File: src/rtl/rsdec_pkg.sv
// Shared definitions for the RS(255,239) syndrome stage: field constants,
// alpha-power table and a GF(2^8) multiply helper.
package rsdec_pkg;

  localparam logic [8:0] GF_POLY = 9'h11D;
  localparam int         SYM_W   = 8;
  localparam int         NSYN    = 16;
  localparam int         N       = 255;
  localparam int         FCR     = 0;

  // alpha^0 .. alpha^16 over 0x11D
  localparam logic [SYM_W-1:0] ALPHA_POW [17] = '{
    8'h01, 8'h02, 8'h04, 8'h08, 8'h10, 8'h20, 8'h40, 8'h80,
    8'h1D, 8'h3A, 8'h74, 8'hE8, 8'hCD, 8'h87, 8'h13, 8'h26, 8'h4C
  };

  typedef enum logic {
    ST_IDLE = 1'b0,
    ST_ACC  = 1'b1
  } state_t;

  // Shift-and-add multiply; with a constant b it folds to an XOR network.
  function automatic logic [SYM_W-1:0] gf_mul(input logic [SYM_W-1:0] a,
                                              input logic [SYM_W-1:0] b);
    logic [SYM_W-1:0] p;
    logic [SYM_W-1:0] x;
    p = '0;
    x = a;
    for (int k = 0; k < SYM_W; k++) begin
      if (b[k]) p = p ^ x;
      x = x[SYM_W-1] ? ((x << 1) ^ GF_POLY[SYM_W-1:0]) : (x << 1);
    end
    return p;
  endfunction

endpackage

File: src/rtl/rsdec_syn_cell.sv
// One syndrome accumulator: Horner step acc*alpha^EXP ^ din.
// acc_next exposes the value the register takes this edge so the top can
// latch a completed syndrome without an extra cycle.
module rsdec_syn_cell
  import rsdec_pkg::*;
#(
  parameter int EXP = 0
) (
  input  logic             clk,
  input  logic             clrn,
  input  logic             load,
  input  logic             step,
  input  logic [SYM_W-1:0] din,
  output logic [SYM_W-1:0] acc_next
);

  localparam logic [SYM_W-1:0] ROOT = ALPHA_POW[EXP];

  logic [SYM_W-1:0] acc;

  always_comb begin
    acc_next = acc;
    if (load)      acc_next = din;
    else if (step) acc_next = gf_mul(acc, ROOT) ^ din;
  end

  always_ff @(posedge clk) begin
    if (!clrn) acc <= '0;
    else       acc <= acc_next;
  end

endmodule

File: src/rtl/rsdec_syn.sv
// RS(255,239) syndrome calculator: 16 Horner accumulators, symbol counter,
// IDLE/ACC control and the latched syndrome set handed to Berlekamp.
module rsdec_syn
  import rsdec_pkg::*;
(
  input  logic             clk,
  input  logic             clrn,
  input  logic             in_valid,
  input  logic             in_sof,
  input  logic [SYM_W-1:0] din,
  output logic [SYM_W-1:0] syndrome0,
  output logic [SYM_W-1:0] syndrome1,
  output logic [SYM_W-1:0] syndrome2,
  output logic [SYM_W-1:0] syndrome3,
  output logic [SYM_W-1:0] syndrome4,
  output logic [SYM_W-1:0] syndrome5,
  output logic [SYM_W-1:0] syndrome6,
  output logic [SYM_W-1:0] syndrome7,
  output logic [SYM_W-1:0] syndrome8,
  output logic [SYM_W-1:0] syndrome9,
  output logic [SYM_W-1:0] syndrome10,
  output logic [SYM_W-1:0] syndrome11,
  output logic [SYM_W-1:0] syndrome12,
  output logic [SYM_W-1:0] syndrome13,
  output logic [SYM_W-1:0] syndrome14,
  output logic [SYM_W-1:0] syndrome15,
  output logic             syn_valid,
  output logic             err_flag,
  output logic             busy
);

  // Input contract: no backpressure. A symbol is consumed on every edge where
  // in_valid=1; in_sof with in_valid starts (or restarts) a codeword, and
  // syn_valid is a one-cycle pulse with no acknowledge.
  localparam logic [7:0] N_LAST = 8'(N - 1);

  state_t           state, state_next;
  logic [7:0]       count, count_next;
  logic             load, step, done;
  logic             any_nz;
  logic [SYM_W-1:0] acc_next [NSYN];
  logic [SYM_W-1:0] syn_q    [NSYN];

  for (genvar i = 0; i < NSYN; i++) begin : g_cell
    rsdec_syn_cell #(.EXP(FCR + i)) u_cell (
      .clk      (clk),
      .clrn     (clrn),
      .load     (load),
      .step     (step),
      .din      (din),
      .acc_next (acc_next[i])
    );
  end

  always_comb begin
    state_next = state;
    count_next = count;
    load       = 1'b0;
    step       = 1'b0;
    done       = 1'b0;
    if (in_valid) begin
      if (in_sof) begin
        load       = 1'b1;
        count_next = 8'd1;
        state_next = ST_ACC;
      end else if (state == ST_ACC) begin
        step = 1'b1;
        if (count == N_LAST) begin
          done       = 1'b1;
          count_next = 8'd0;
          state_next = ST_IDLE;
        end else begin
          count_next = count + 8'd1;
        end
      end
    end
  end

  always_comb begin
    any_nz = 1'b0;
    for (int i = 0; i < NSYN; i++) any_nz = any_nz | (|acc_next[i]);
  end

  always_ff @(posedge clk) begin
    if (!clrn) begin
      state     <= ST_IDLE;
      count     <= '0;
      syn_valid <= 1'b0;
      err_flag  <= 1'b0;
      for (int i = 0; i < NSYN; i++) syn_q[i] <= '0;
    end else begin
      state     <= state_next;
      count     <= count_next;
      syn_valid <= done;
      if (done) begin
        err_flag <= any_nz;
        for (int i = 0; i < NSYN; i++) syn_q[i] <= acc_next[i];
      end
    end
  end

  assign busy       = (state == ST_ACC);
  assign syndrome0  = syn_q[0];
  assign syndrome1  = syn_q[1];
  assign syndrome2  = syn_q[2];
  assign syndrome3  = syn_q[3];
  assign syndrome4  = syn_q[4];
  assign syndrome5  = syn_q[5];
  assign syndrome6  = syn_q[6];
  assign syndrome7  = syn_q[7];
  assign syndrome8  = syn_q[8];
  assign syndrome9  = syn_q[9];
  assign syndrome10 = syn_q[10];
  assign syndrome11 = syn_q[11];
  assign syndrome12 = syn_q[12];
  assign syndrome13 = syn_q[13];
  assign syndrome14 = syn_q[14];
  assign syndrome15 = syn_q[15];

endmodule

File: config.mk
export PLATFORM = sky130hd
export DESIGN_NAME = rsdec_syn
export DESIGN_NICKNAME = d
export VERILOG_FILES = /design/src/rtl/rsdec_pkg.sv /design/src/rtl/rsdec_syn_cell.sv /design/src/rtl/rsdec_syn.sv
export SDC_FILE = /design/constraint.sdc
export NUM_CORES = 1
export LEC_CHECK = 0
export ABC_AREA = 1
export CORE_ASPECT_RATIO = 1.75
export CORE_MARGIN = 5
export CORE_UTILIZATION = 54
export DETAILED_ROUTE_END_ITERATION = 12
export PLACE_DENSITY = 0.78
export SYNTH_ARGS = -nofsm -noshare
export SYNTH_HDL_FRONTEND = slang
export SYNTH_SLANG_ARGS = --single-unit
File: constraint.sdc
create_clock -name clk -period 4.6 [get_ports clk]
set_input_delay 0.46 -clock clk [delete_from_list [all_inputs] [get_ports clk]]
set_output_delay 0.46 -clock clk [all_outputs]
set_load 0.005 [all_outputs]
==> results.yml <==
global_route:
  antenna_found_initial: 0
  grt_max_degree: 87
  grt_pass1_vias: 17400
  track_usage: 0.337
  overflow: 0
  grt_pass1_wl_um: 95700
place:
  dp_hpwl_um: 45200
  dpl.cell_count: 3242
  port_buffers: 142
  pre_cts_ws_ns: 1.04
  place.gp.congestion: 0.986
  placed_cell_area_um2: 19200
power:
  clockPowerShare: 0.318
  p_sw_frac: 0.336
  p_per_area_nw_per_um2: 325
  internal_power_mw: 4.31
  pwr-share-seq: 0.426
  combPwrFrac: 0.257
  netSwitchingPower_mw: 2.18
  ir_worst_vdd_mv: 0.380
  leakage_nw: 9.98
detailed_routing:
  post-route-drc-count: 0
  drt-total-wl_um: 62400
  drt-pass1-iter-count: 6
  drtIter0Drc: 1582
  drtAntennaViolNets: 0
  wl_per_cell_um: 19.0
  vias: 18500
  drt-vias-per-instance: 5.62
timing:
  setup_violations: 0
  min_period_ns: 3.10
  worst_slew_pin_slew_ns: 0.842
  hold_viol: 0
  fin_tns_setup_ns: 0
  worst_slack_ns: 1.50
  skew_ns: 0.0195
  period_share: 0.673
  slew_viol_final: 0
  rsz0062_at_grt: "no"
  maxSlewHeadroom: 0.438
  max_freq_mhz: 323
yosys:
  synth_warnings: 0
  synth.avg_cell_area_um2: 6.26
  seq_area_frac_synth: 0.382
  synth_seq_cells: 267
  synth_nets: 2786
  syn_area_um2: 17300
  synth_edf_count: 128
  synthArstFlopShare: 0
  ys_types: 38
  synth_top_flop_cell: "dfxtp_1"
  syn_inst: 2772
worst_setup_path:
  cpLargestDelayFamily: "simple AND/OR/NAND/NOR gates"
  crit_chain: "clkdlybuf4s50_1, nand2_2, nor2_4, buf_4, nand3_1, nor2_1, nor2_1, nand2_1, nand2_1, nor2_1, nand2_1, nor2_1, nand2_1, nor2_1, nand2_1, nor2_1, nand3_1, nand2_1, nand2_1"
  cp_max_fo: 28
  worstSetupEndpointType: "flip-flop"
  cp_common_cell: "nand2_1"
  crit_required_ns: 5.04
  start_kind: "primary input"
  cp_num_buf_inv: 2
  arrival_ns: 3.54
  slowest_delay_ns: 0.56
  critPathKind: "primary input to flip-flop"
  critPathSlowestCell: "clkdlybuf4s50_1"
layout:
  fin_cells: 3287
  area_delta_synth_final_pct: 15.2
  fin_util: 0.624
  layout-drive-gt1-share: 0.0426
  antenna_cells: 0
  layout.nets: 2883
  final_area_um2: 20000
clocking:
  cts_tree: "done"
  cts_resized: 0
  numCtsBuffers: 25
  cts_setup_buffers: 0
  cts.clk_slew.worst_paths_ns: 0.07
  cts_buffer_depth: 3
  hold_buffers: 0
  htreeDepth: 1
  clock_latency_ns: 0.56
  cts_sinks: 267
  root_buffer: "clkbuf_16"
hold_path:
  holdCritPathClass: "flip-flop to flip-flop"
floorplanning:
  pin_count: 143
  core-area_um2: 32000
  dieArea_um2: 36000
  dieWidth_um: 145
  num_rows: 87
  start_util: 0.542
  die_y_um: 247
status:
  status: "completed"
job:
  drv_cap: 0
==> stage by stage <==
stage          power (mW)  hold slack [ns]
2_1_floorplan        3.88            0.457
4_1_cts              6.49            0.494
6_report             6.49            0.498
3_3_place_gp         4.41            0.472
5_1_grt              6.82            0.525
3_5_place_dp         4.44            0.484
==> area by class of cell <==
type | count | area [um^2]
fill | 2998 | 12000
multi-input combinational | 2033 | 8860
sequential | 267 | 6630
timing repair buffer | 199 | 1910
inverter | 343 | 1290
clock buffer | 33 | 686
tap | 400 | 500
clock inverter | 12 | 100
==> power groups by stage <==
stage / sequential, mW / combinational [mW] / clock [mW]
after floorplan: 2.76 / 1.12 / 0
after global placement: 2.81 / 1.60 / 0
after detailed placement: 2.81 / 1.63 / 0
after CTS: 2.76 / 1.64 / 2.09
after global routing: 2.78 / 1.85 / 2.19
final: 2.76 / 1.67 / 2.06
==> cells in the final DEF (no fill, tap or decap), types with 6 or more instances in the layout <==
cell type and n:
a21oi_1 69, buf_4 52, clkbuf_16 25, clkdlybuf4s50_1 142, clkinv_1 6, dfxtp_1 139
edfxtp_1 128, inv_1 326, inv_2 12, nand2_1 1186, nand3_1 255, nand3b_1 13
nand4_1 15, nor2_1 223, nor3_1 74, o211ai_1 6, o21ai_0 57, o21ai_1 33
xnor2_1 29, xor2_1 45
==> kinds of logic after synthesis <==
kind of cell / after synthesis / synth area share
XOR/XNOR: 74 / 0.0374
AND/OR/NAND/NOR: 1782 / 0.417
adder cells (fa/ha/maj): 2 / 0.00144
AO/OA/AOI/OAI: 175 / 0.0530
flip-flops: 267 / 0.382
buffers and inverters: 472 / 0.109
==> worst register-to-register path, delay by kind of cell, from the launching register on <==
kind / cells / cell delay (ns)
buffers and inverters: 1 / 0.45
DFF: 1 / 0.37
and+or+nand+nor: 17 / 2.04
==> final timing paths <==
path | startpoint | to | cells past startpoint | slack, ns
max | in_valid | err_flag | 19 | 1.50
min | count[7] | count[7] | 2 | 0.50
max reg2reg | busy | err_flag | 18 | 1.62
min reg2reg | count[7] | count[7] | 2 | 0.50
==> state kept, by name (all words and copies together), names as in the netlist <==
| name | count |
|---|---|
| err_flag | 1 |
| count | 8 |
| syn_valid | 1 |
| syn_q | 128 |
| g_cell.u_cell.acc | 128 |
| busy | 1 |
==> synth_stat cells, drive strengths merged (3+ instances only) <==
library cell,number,share of area
a21oi,69,0.020
buf,68,0.021
clkbuf,61,0.013
clkinv,3,0.00065
dfxtp,139,0.16
edfxtp,128,0.22
inv,340,0.074
nand2,1191,0.26
nand3,255,0.074
nand3b,13,0.0056
nand4,15,0.0054
nor2,227,0.051
nor3,74,0.021
o211ai,6,0.0026
o21ai,90,0.026
o21bai,3,0.0013
or2,6,0.0022
xnor2,29,0.015
xor2,45,0.023
==> routing by layer <==
metal	up-vias	GRT usage	wire length, um	part of all wire
met2	984	0.581	29900	0.48
met5	-	0	0	0
met4	0	0.248	5440	0.087
met1	8354	0.378	22000	0.35
li1	8825	-	-	-
met3	298	0.0455	5080	0.081
Note: power is estimated with default switching activity, not from simulation.
